`config.mk`:
```
export PLATFORM = sky130hd
export DESIGN_NAME = operand_fetch_unit
export DESIGN_NICKNAME = d
export VERILOG_FILES = /design/src/rtl/cpu_pkg.sv /design/src/rtl/operand_fetch_unit_reg_scoreboard.sv /design/src/rtl/operand_fetch_unit.sv
export SDC_FILE = /design/constraint.sdc
export NUM_CORES = 1
export LEC_CHECK = 0
export CORE_MARGIN = 10
export CORE_UTILIZATION = 35
export DETAILED_ROUTE_END_ITERATION = 16
export GPL_TIMING_DRIVEN = 0
export PLACE_DENSITY = 0.74
export SLEW_MARGIN = 0
export SYNTH_ARGS = -nofsm -noshare
export SYNTH_HDL_FRONTEND = slang
export SYNTH_SLANG_ARGS = --single-unit
```
`constraint.sdc`:
```
create_clock -name clk -period 4.3 [get_ports clk]
set_input_delay 0.43 -clock clk [delete_from_list [all_inputs] [get_ports clk]]
set_output_delay 0.43 -clock clk [all_outputs]
set_load 0.005 [all_outputs]
```
`src/rtl/cpu_pkg.sv`:
```
// Shared register-file types and constants for the operand fetch slice.
// Provides address range checking and one-hot masking for the pending scoreboard.
package cpu_pkg;

    localparam int NUM_REGS = 32;
    localparam int ADDR_W   = 6;
    localparam int DATA_W   = 32;
    localparam int IDX_W    = $clog2(NUM_REGS);

    typedef logic [ADDR_W-1:0] reg_addr_t;
    typedef logic [DATA_W-1:0] word_t;

    localparam reg_addr_t NO_WRITE  = 6'd63;
    localparam reg_addr_t REG_LIMIT = reg_addr_t'(NUM_REGS);

    function automatic logic in_range(input reg_addr_t addr);
        return (addr < REG_LIMIT);
    endfunction

    // Out-of-range addresses never hit, so a stray select cannot stall issue.
    function automatic logic is_pending(input logic [NUM_REGS-1:0] vec, input reg_addr_t addr);
        logic hit;
        if (in_range(addr)) begin
            hit = vec[addr[IDX_W-1:0]];
        end else begin
            hit = 1'b0;
        end
        return hit;
    endfunction

    function automatic logic [NUM_REGS-1:0] addr_mask(input logic en, input reg_addr_t addr);
        logic [NUM_REGS-1:0] m;
        m = {NUM_REGS{1'b0}};
        if (en && in_range(addr)) begin
            m[addr[IDX_W-1:0]] = 1'b1;
        end else begin
            m = {NUM_REGS{1'b0}};
        end
        return m;
    endfunction

endpackage

```
`src/rtl/operand_fetch_unit_reg_scoreboard.sv`:
```
// Pending-destination scoreboard: one bit per architectural register, set on
// issue, cleared on writeback, looked up for two sources and one destination.
module reg_scoreboard
    import cpu_pkg::*;
(
    input  logic      clk,
    input  logic      reset,
    input  logic      set_en,
    input  reg_addr_t set_addr,
    input  logic      clr_en,
    input  reg_addr_t clr_addr,
    input  reg_addr_t look_a,
    input  reg_addr_t look_b,
    input  reg_addr_t look_d,
    output logic      hit_a,
    output logic      hit_b,
    output logic      hit_d
);

    logic [NUM_REGS-1:0] pending_r;
    logic [NUM_REGS-1:0] set_mask_s;
    logic [NUM_REGS-1:0] clr_mask_s;

    assign set_mask_s = addr_mask(set_en, set_addr);
    assign clr_mask_s = addr_mask(clr_en, clr_addr);

    // Set is applied after clear so a same-edge reissue keeps its destination pending.
    always_ff @(posedge clk) begin
        if (reset) begin
            pending_r <= {NUM_REGS{1'b0}};
        end else begin
            pending_r <= (pending_r & ~clr_mask_s) | set_mask_s;
        end
    end

    // Lookups see only the registered vector.
    always_comb begin
        hit_a = is_pending(pending_r, look_a);
        hit_b = is_pending(pending_r, look_b);
        hit_d = is_pending(pending_r, look_d);
    end

endmodule

```
`src/rtl/operand_fetch_unit.sv`:
```
// Operand fetch: reads both sources from the register file, stalls on RAW/WAW
// hazards, and holds operands in one registered stage. Optional writeback
// forwarding is enabled with the OPERAND_FETCH_WB_BYPASS_EN macro.
module operand_fetch_unit
    import cpu_pkg::*;
(
    input  logic      clk,
    input  logic      reset,
    input  logic      in_valid,
    output logic      in_ready,
    input  reg_addr_t in_src_a,
    input  reg_addr_t in_src_b,
    input  logic      in_use_a,
    input  logic      in_use_b,
    input  reg_addr_t in_dst,
    input  logic      in_dst_en,
    output reg_addr_t rf_read_a,
    output reg_addr_t rf_read_b,
    input  word_t     rf_out_a,
    input  word_t     rf_out_b,
    output reg_addr_t rf_write_select,
    output word_t     rf_write_in,
    input  logic      wb_valid,
    input  reg_addr_t wb_dst,
    input  word_t     wb_data,
    output logic      op_valid,
    input  logic      op_ready,
    output word_t     op_a,
    output word_t     op_b,
    output reg_addr_t op_dst,
    output logic      op_dst_en
);

    logic      hit_a_s, hit_b_s, hit_d_s;
    logic      byp_a_s, byp_b_s, byp_d_s;
    logic      hazard_s, out_free_s, ready_s, issue_s;
    word_t     opnd_a_s, opnd_b_s;
    logic      op_valid_r, op_dst_en_r;
    word_t     op_a_r, op_b_r;
    reg_addr_t op_dst_r;

    reg_scoreboard u_scoreboard (
        .clk      (clk),
        .reset    (reset),
        .set_en   (issue_s && in_dst_en),
        .set_addr (in_dst),
        .clr_en   (wb_valid),
        .clr_addr (wb_dst),
        .look_a   (in_src_a),
        .look_b   (in_src_b),
        .look_d   (in_dst),
        .hit_a    (hit_a_s),
        .hit_b    (hit_b_s),
        .hit_d    (hit_d_s)
    );

`ifdef OPERAND_FETCH_WB_BYPASS_EN
    // Same-cycle writeback matches are forwarded and exempt from the hazard check.
    always_comb begin
        byp_a_s = wb_valid && (wb_dst == in_src_a);
        byp_b_s = wb_valid && (wb_dst == in_src_b);
        byp_d_s = wb_valid && (wb_dst == in_dst);
    end
`else
    // Without forwarding a source waits until the writeback has landed.
    always_comb begin
        byp_a_s = 1'b0;
        byp_b_s = 1'b0;
        byp_d_s = 1'b0;
    end
`endif

    // Operand select, hazard and handshake.
    always_comb begin
        if (byp_a_s) begin
            opnd_a_s = wb_data;
        end else begin
            opnd_a_s = rf_out_a;
        end
        if (byp_b_s) begin
            opnd_b_s = wb_data;
        end else begin
            opnd_b_s = rf_out_b;
        end
        hazard_s   = (in_use_a  && hit_a_s && !byp_a_s) ||
                     (in_use_b  && hit_b_s && !byp_b_s) ||
                     (in_dst_en && hit_d_s && !byp_d_s);
        out_free_s = !op_valid_r || op_ready;
        ready_s    = out_free_s && !hazard_s;
        issue_s    = in_valid && ready_s;
    end

    // Register-file write port idles on an address no register decodes.
    always_comb begin
        if (wb_valid) begin
            rf_write_select = wb_dst;
        end else begin
            rf_write_select = NO_WRITE;
        end
    end

    assign rf_read_a   = in_src_a;
    assign rf_read_b   = in_src_b;
    assign rf_write_in = wb_data;
    assign in_ready    = ready_s;

    // Output stage: load on issue, drop valid once execute takes it, else hold.
    always_ff @(posedge clk) begin
        if (reset) begin
            op_valid_r  <= 1'b0;
            op_a_r      <= 32'd0;
            op_b_r      <= 32'd0;
            op_dst_r    <= 6'd0;
            op_dst_en_r <= 1'b0;
        end else if (issue_s) begin
            op_valid_r  <= 1'b1;
            op_a_r      <= opnd_a_s;
            op_b_r      <= opnd_b_s;
            op_dst_r    <= in_dst;
            op_dst_en_r <= in_dst_en;
        end else if (op_ready) begin
            op_valid_r  <= 1'b0;
        end else begin
            op_valid_r  <= op_valid_r;
        end
    end

    assign op_valid  = op_valid_r;
    assign op_a      = op_a_r;
    assign op_b      = op_b_r;
    assign op_dst    = op_dst_r;
    assign op_dst_en = op_dst_en_r;

endmodule
```
# [Word level (Yosys, flattened, before mapping)]
# Index checks and enable logic that the tools add are counted.
[classes] n_lt_le_gt_ge=10 n_bitwise=3 mux=18 reduce_logical=16
[op_table] operator="two-way mux 32 bit" n=2
[op_table] operator="AND 32 bit" n=1
[op_table] operator="NOT 32 bit" n=1
[op_table] operator="OR 32 bit" n=1
[op_table] operator="< comparator 5 x 6 -> 1 bit (second input constant)" n=4
[op_table] operator="< comparator 6 bit (second input constant)" n=4
[op_table] operator="binary-select mux 1 bit (select 5 bit)" n=3
[op_table] operator="demux 1 bit (select 5 bit)" n=2
[op_table] operator=">= comparator 5 x 1 -> 1 bit (second input constant)" n=2
[op_table] operator="logical AND 1 bit" n=10
[op_table] operator="two-way mux 1 bit" n=10
[op_table] operator="two-way mux 6 bit" n=1
[op_table] operator="logical OR 1 bit" n=3
[op_table] operator="zero test 1 bit" n=2
[op_table] operator="nonzero test 2 bit" n=1
[word_totals] word_cells=53 output_inout_bits=123 register_bits=104

# [Depth between registers and ports, before layout]
# Gate-level depths: netlist (run 1).
[logic_depth] word_depth=13 depth_mapped=10 depth_no_buf=6

# [Modules after synthesis]
# A second synthesis (run 1) with hierarchy kept.
[hier_totals] hier_cells=599 hier_area_um2=5913.2
[by_module_without_submodules] module="operand_fetch_unit" cells_each=366 seq_area_each_um2=1441.4 n_inst=1 area_each_um2=3692.3
[by_module_without_submodules] module="reg_scoreboard" cells_each=233 seq_area_each_um2=640.6 n_inst=1 area_each_um2=2220.9

# [Worst setup path after synthesis (run 1)]
# OpenSTA, ideal clock, no wires.
[synth_path] path_kind="input to register" startpoint="input port in_src_b[2]" endpoint="register op_dst_r[0] (netlist: op_dst[0])" setup_time_ns=0.123 setup_slack_ns=1.630 t_required_ns=4.177 arrival_time_ns=2.547 path_stages=8 cell_sequence="buf_2 -> mux4_2 -> mux4_2 -> o2111ai_2 -> and4bb_1 -> buf_4 -> buf_8 -> mux2_1"
[synth_between] elab_chain_len=9 word_cells_on_any_way=10
[synth_lines] element="start, declared" line_no="operand_fetch_unit.sv:12" rtl="input reg_addr_t in_src_b,"
[synth_lines] element="binary-select mux 1 bit (select 5 bit)" line_no="cpu_pkg.sv:24" rtl="hit = vec[addr[IDX_W-1:0]];"
[synth_lines] element="two-way mux 1 bit (implied by the code)" line_no="cpu_pkg.sv:24"
[synth_lines] element="two-way mux 1 bit *" line_no="cpu_pkg.sv:23" rtl="if (in_range(addr)) begin"
[synth_lines] element="logical AND 1 bit *" line_no="operand_fetch_unit.sv:86" rtl="(in_use_b && hit_b_s && !byp_b_s) ||"
[synth_lines] element="logical OR 1 bit *" line_no="operand_fetch_unit.sv:85" rtl="hazard_s = (in_use_a && hit_a_s && !byp_a_s) ||"
[synth_lines] element="logical OR 1 bit *" line_no="operand_fetch_unit.sv:86"
[synth_lines] element="zero test 1 bit *" line_no="operand_fetch_unit.sv:89" rtl="ready_s = out_free_s && !hazard_s;"
[synth_lines] element="logical AND 1 bit *" line_no="operand_fetch_unit.sv:89"
[synth_lines] element="logical AND 1 bit *" line_no="operand_fetch_unit.sv:90" rtl="issue_s = in_valid && ready_s;"
[synth_lines] element="end signal, assigned" line_no="operand_fetch_unit.sv:119" rtl="op_dst_r <= in_dst;"
[synth_lines] element="end, declared" line_no="operand_fetch_unit.sv:40" rtl="reg_addr_t op_dst_r;"
# Mark *: on every way between the ends. The rest lies on a longest branch, timed or not. The select of a mux whose other input is x is not followed.
# A chain may end at the register's enable or synchronous reset.

# [Worst setup path after layout (run 1)]
[layout_path] startpoint="input port in_dst[1]" endpoint="output port in_ready"
[layout_between] elab_chain_len=7 word_cells_on_any_way=8
[layout_lines] element="start, declared" line_no="operand_fetch_unit.sv:15" rtl="input reg_addr_t in_dst,"
[layout_lines] element="binary-select mux 1 bit (select 5 bit)" line_no="cpu_pkg.sv:24"
[layout_lines] element="two-way mux 1 bit (implied by the code)" line_no="cpu_pkg.sv:24"
[layout_lines] element="two-way mux 1 bit *" line_no="cpu_pkg.sv:23"
[layout_lines] element="logical AND 1 bit *" line_no="operand_fetch_unit.sv:87" rtl="(in_dst_en && hit_d_s && !byp_d_s);"
[layout_lines] element="logical OR 1 bit *" line_no="operand_fetch_unit.sv:86"
[layout_lines] element="zero test 1 bit *" line_no="operand_fetch_unit.sv:89"
[layout_lines] element="logical AND 1 bit *" line_no="operand_fetch_unit.sv:89"
[layout_lines] element="end, declared" line_no="operand_fetch_unit.sv:10" rtl="output logic in_ready,"
# Marked as above.

==> results of run 1 <==
==> final cells by class <==
cell class / count / area, um^2 / share of cell area
multi-input cells: 436 / 3296 / 0.3799
clock buffers: 10 / 239.0 / 0.02755
inverters: 8 / 30.03 / 0.003462
repair buffers: 210 / 2102 / 0.2423
plain buffers: 89 / 606.8 / 0.06996
flip-flops and latches: 104 / 2082 / 0.2400
well taps: 220 / 275.3 / 0.03173
clock inverters: 6 / 43.79 / 0.005048
==> routing by layer <==
metal | global-route usage | vias up | part of all wire
met2 | 0.2709 | 279 | 0.46
met5 | 0 | - | 0
met3 | 0.07369 | 28 | 0.14
met1 | 0.1889 | 2429 | 0.38
met4 | 0.05534 | 0 | 0.017
li1 | - | 2549 | -
==> cells by family after synthesis <==
group,count (synthesis),share of synthesized area
and+or+nand+nor,280,0.2615
muxes,105,0.2282
AOI/OAI and AO/OA,51,0.05788
DFF,104,0.3465
buffers and inverters,97,0.1060
==> sequential cells by signal, summed over array words and instances, names as in the netlist <==
register	flops
op_valid	1
op_b	32
op_dst_en	1
u_scoreboard.pending_r	32
op_dst	6
op_a	32
==> worst paths after layout <==
| check | end | cells after the start |
|---|---|---|
| setup reg to reg | op_a[28] | 9 |
| setup / recovery | in_ready | 9 |
| hold / removal | op_b[19] | 2 |
| hold reg to reg | op_b[19] | 2 |
==> layout by cell type (no fill, tap or decap), types with 2 or more instances in the layout <==
master and instances:
a21oi_1 10, a31o_2 15, buf_12 4, buf_2 4, buf_4 48, buf_8 2, clkbuf_1 31, clkbuf_16 9
clkdlybuf4s50_1 210, clkinv_2 2, clkinv_4 2, dfxtp_1 104, inv_1 8, mux2_2 5, mux2i_1 74, mux4_2 25
nand2_1 58, nand2b_1 159, nand3_1 5, nand3b_1 14, nor2_1 27, nor2b_1 4, nor3_1 2, nor3b_1 4
o21ai_0 14, o22ai_1 4
==> power groups by stage <==
stage / clock network (mW) / registers, mW / logic [mW]
2_1_floorplan: 0 / 1.06 / 0.243
3_3_place_gp: 0 / 1.06 / 0.547
3_5_place_dp: 0 / 1.06 / 0.549
4_1_cts: 0.826 / 1.04 / 0.552
5_1_grt: 0.863 / 1.05 / 0.588
6_report: 0.806 / 1.04 / 0.543
==> through the flow <==
step,setup WS [ns],instances
floorplan,1.630,637
global placement,0.6916,1067
detailed placement,0.6518,1067
CTS,0.6542,1083
global route,0.3814,1083
finish,0.6399,1083
==> critical path, cell delays in order <==
cell and delay [ns]:
clkdlybuf4s50_1 0.50, clkbuf_1 0.52, mux4_2 0.43, mux2_2 0.28, o2bb2ai_1 0.12, a2bb2oi_1 0.25
nand2_1 0.08, nor2_1 0.09, clkdlybuf4s50_1 0.52
==> metrics, run 1 <==
drt wl/cell 17.77 um; Ys Warns 0; Period minus WS final 3.660 ns; pin count of the biggest net entering global routing 18; share of layout cells above drive strength 1 0.1414; Yosys top cell by area dfxtp_1; ANT cells 0; Nets 986; sequential power share 0.435; Worst EP required 3.87 ns; r2r setup slk 1.69 ns; Post-Synthesis Cells 637; Die Span X 151.0 um; count leader, synth nand2b_1; Worst setup SP type input port; global-route wire length before repair 29900 um; post-synth design cell area 0.006010 mm^2; Final setup viols 0; Sw Ratio 0.2631; Chip Height 151.0 um; Hold Path Origin op_b[19]; DP Wirelength 14770 um; Worst EP arrival 3.23 ns; Avg Cell Area, Syn 9.434 um^2; Leak 3.269 nW; internal power of the cells 1.760 mW; RSZ-0062 raised after global routing false; area of placed instances 0.008387 mm^2; final hold vios 0; Psw 0.6285 mW; syn nets 765; CP startpoint in_dst[1]; drt pass-1 iters 6; worst hold path class reg -> reg; maximum clock path buffer count 2; crit path max fanout 10; ys async rst share 0; final setup TNS 0 ns; Reg2Reg Launch Point u_scoreboard.pending_r[0]; Post-synth EDFFs 0; Worst slew margin 0.09544; Post-Route Skew 0.01069 ns; Vias 5285; post-route cell area 0.008675 mm^2; gp weighted congestion 0.9010; Highest Clock Rate 273.2 MHz; commonest register cell after synthesis dfxtp_1; pwr/cell area 275.4 mW/mm^2; top cells by area, synth dfxtp_1, nand2b_1, mux2i_1, mux4_2, buf_4; DR iter-0 viols 337; DRC 0; worst ir drop on vdd 0.2011 mV; worst skew pair latency 0.35 ns; Comb pwr share 0.227; CTS Sinks 104; Max-cap violations 0; P&R area growth vs syn 44.35%; row cnt 47; CTS tree done; flops & latches, synth 104; vias in the first global route 5428; GRT Util Overall 0.1655; CTS Buf Count 9; Slew Limit Fails 0; top cells by count, synth nand2b_1, dfxtp_1, mux2i_1; grt ovf 0; Slew @ Worst Pin 1.354 ns; Detailed Route WL 19250 um; H-Tree Depth 3; Starting Density 0.3598; Core ar. 0.01670 mm^2; initial antenna violation count 0; outcome completed; post_cts resized 0; period utilisation layout 0.8512; Seq/Total Area, Yosys 0.3465; WHS 0.4737 ns; hold buffer count at CTS 0; I/O pin total 251; Worst setup EP type output pin; Via density 4.880; die area 0.02281 mm^2; clk slew on worst S/H paths 0.07 ns; number of fill cells in the layout 1550; WS Path Type in -> out; port bufs 210; Setup Fix Bufs, Post-CTS 0; Core Util, Final 0.5194; share of the synthesized area in the top cell type 0.3465; Pwr Total 2.389 mW; Root Buffer clkbuf_16; antenna viol nets, final 0; unique cell type count in the Yosys netlist 37; Clock Power Share 0.337
Note: power is estimated with default switching activity, not from simulation.
==> run 2, diff against run 1 <==
--- a/config.mk
+++ b/config.mk
@@ -10,7 +10,7 @@
 export DETAILED_ROUTE_END_ITERATION = 16
 export GPL_TIMING_DRIVEN = 0
 export PLACE_DENSITY = 0.74
-export SLEW_MARGIN = 0
+export SLEW_MARGIN = 5
 export SYNTH_ARGS = -nofsm -noshare
 export SYNTH_HDL_FRONTEND = slang
 export SYNTH_SLANG_ARGS = --single-unit
==> run 2 against run 1 <==
Against the previous run: first-iteration DRC count shrank 22%; die area is the same; sequential share of layout area is essentially flat; critical endpoint unchanged; largest power group unchanged.
==> metrics, run 2 (synthesis results as in run 1) <==
pin count of the biggest net entering global routing 17 (-1); antenna viol nets, final 0 (unchanged); drt wl/cell 17.74 um (-0.16%); vias in the first global route 5381 (-0.87%); hold buffer count at CTS 0 (unchanged); port bufs 210 (unchanged); ANT cells 0 (unchanged); Core ar. 0.01670 mm^2 (unchanged); outcome completed; P&R area growth vs syn 44.43% (about the same); Leak 3.264 nW (-0.13%); initial antenna violation count 0 (unchanged); Cell Chain, Critical Path clkdlybuf4s50_1 -> clkbuf_1 -> mux4_2 -> mux2_2 -> o2bb2ai_1 -> a2bb2oi_1 -> nand2_1 -> nor2_1 -> clkdlybuf4s50_1; max incr delay on CP 0.52 ns (about the same); Via density 4.862 (-0.36%); Pwr Total 2.413 mW (+1.0%); Detailed Route WL 19200 um (-0.25%); crit path max fanout 10 (unchanged); final hold vios 0 (unchanged); drt pass-1 iters 5 (-1); CTS Sinks 104 (unchanged); Final WS setup 0.6586 ns (+0.01862 ns); die area 0.02281 mm^2 (unchanged); clk slew on worst S/H paths 0.07 ns (about the same); Slew @ Worst Pin 1.427 ns (+0.07338 ns); family with the most delay on the worst path buffers and inverters; Setup Fix Bufs, Post-CTS 0 (unchanged); Worst EP required 3.87 ns (about the same); row cnt 47 (unchanged); Highest Clock Rate 274.6 MHz (+0.51%); Final setup viols 0 (unchanged); global-route wire length before repair 29790 um (-0.39%); most common cell after layout, fill and taps aside clkdlybuf4s50_1; final setup TNS 0 ns (unchanged); post_cts resized 0 (unchanged); pwr/cell area 278.0 mW/mm^2 (+0.96%); Slew Limit Fails 0 (unchanged); Period minus WS final 3.641 ns (-0.01862 ns); Starting Density 0.3598 (unchanged); Worst setup SP type input port; Die Span X 151.0 um (unchanged); maximum clock path buffer count 2 (unchanged); most frequent CP cell clkdlybuf4s50_1; placed instance count 1067 (unchanged); grt ovf 0 (unchanged); RSZ-0062 raised after global routing false; Core Util, Final 0.5197 (about the same); area of placed instances 0.008392 mm^2 (about the same); WHS 0.4714 ns (-0.002350 ns); Worst EP arrival 3.21 ns (-0.02 ns); worst skew pair latency 0.35 ns (about the same); DRC 0 (unchanged); Root Buffer clkbuf_16; worst hold path class reg -> reg; I/O pin total 251 (unchanged); Worst setup EP type output pin; most frequent cells in the layout clkdlybuf4s50_1, nand2b_1, dfxtp_1; CTS tree done; gp weighted congestion 0.9010 (unchanged); WS Path Type in -> out; Nets 986 (unchanged); Worst slew margin 0.04642 (-0.04902); Max-cap violations 0 (unchanged); period utilisation layout 0.8468 (-0.004331); worst path bufs/invs 3 (unchanged); non-filler cells, final 1082 (-0.092%); Vias 5261 (-0.45%); CTS Buf Count 9 (unchanged); worst ir drop on vdd 0.1926 mV (-4.2%); share of layout cells above drive strength 1 0.1392 (-0.002156); Chip Height 151.0 um (unchanged); Post-Route Skew 0.01102 ns (+0.0003292 ns); Worst path slowest cell clkdlybuf4s50_1; DP Wirelength 14750 um (-0.19%); post-place setup slack 0.7080 ns (+0.05621 ns); post-route cell area 0.008680 mm^2 (about the same); GRT Util Overall 0.1648 (-0.0007085); DR iter-0 viols 264 (-22%); H-Tree Depth 3 (unchanged)
## run 2: cell types whose count changed in the layout (fill, tap and decap cells not counted), sizes merged
cell,change
bufinv,+1
inv,-1
clkinvlp,+1
clkinv,-2
## run 2: metal layers
| layer | vias to the layer above | GRT usage | part of all wire |
|---|---|---|---|
| met5 | - | 0 | 0 |
| met4 | 0 | 0.05197 | 0.013 |
| met3 | 16 | 0.07578 | 0.14 |
| met2 | 263 | 0.2695 | 0.46 |
| met1 | 2427 | 0.1880 | 0.38 |
| li1 | 2555 | - | - |
## run 2: path summary, 6_finish.rpt
path | startpoint | endpoint | slack [ns] | cells after the start
max reg2reg | u_scoreboard.pending_r[0] | op_dst[0] | 1.69 | 8
min | op_a[27] | op_a[27] | 0.47 | 2
max | in_dst[1] | in_ready | 0.66 | 9
min reg2reg | op_a[27] | op_a[27] | 0.47 | 2
## run 2: final cells by class
class	instances	area [um^2]
Timing Repair Buffer	210	2102
Clock buffer	10	229.0
Clock inverter	5	58.81
Multi-Input combinational cell	436	3296
Sequential cell	104	2082
Inverter	8	30.03
Fill cell	1553	8021
Buffer	89	606.8
Tap cell	220	275.3
## run 2: tightest hold or removal path: stages, from the launching register on
cell and delay (ns):
dfxtp_1 0.31, nand2b_1 0.06, mux2i_1 0.06
## run 2: report_power, final
| part | switching, mW | internal (mW) |
|---|---|---|
| combinational | 0.208 | 0.335 |
| sequential | 0.0259 | 1.01 |
| clock | 0.381 | 0.449 |
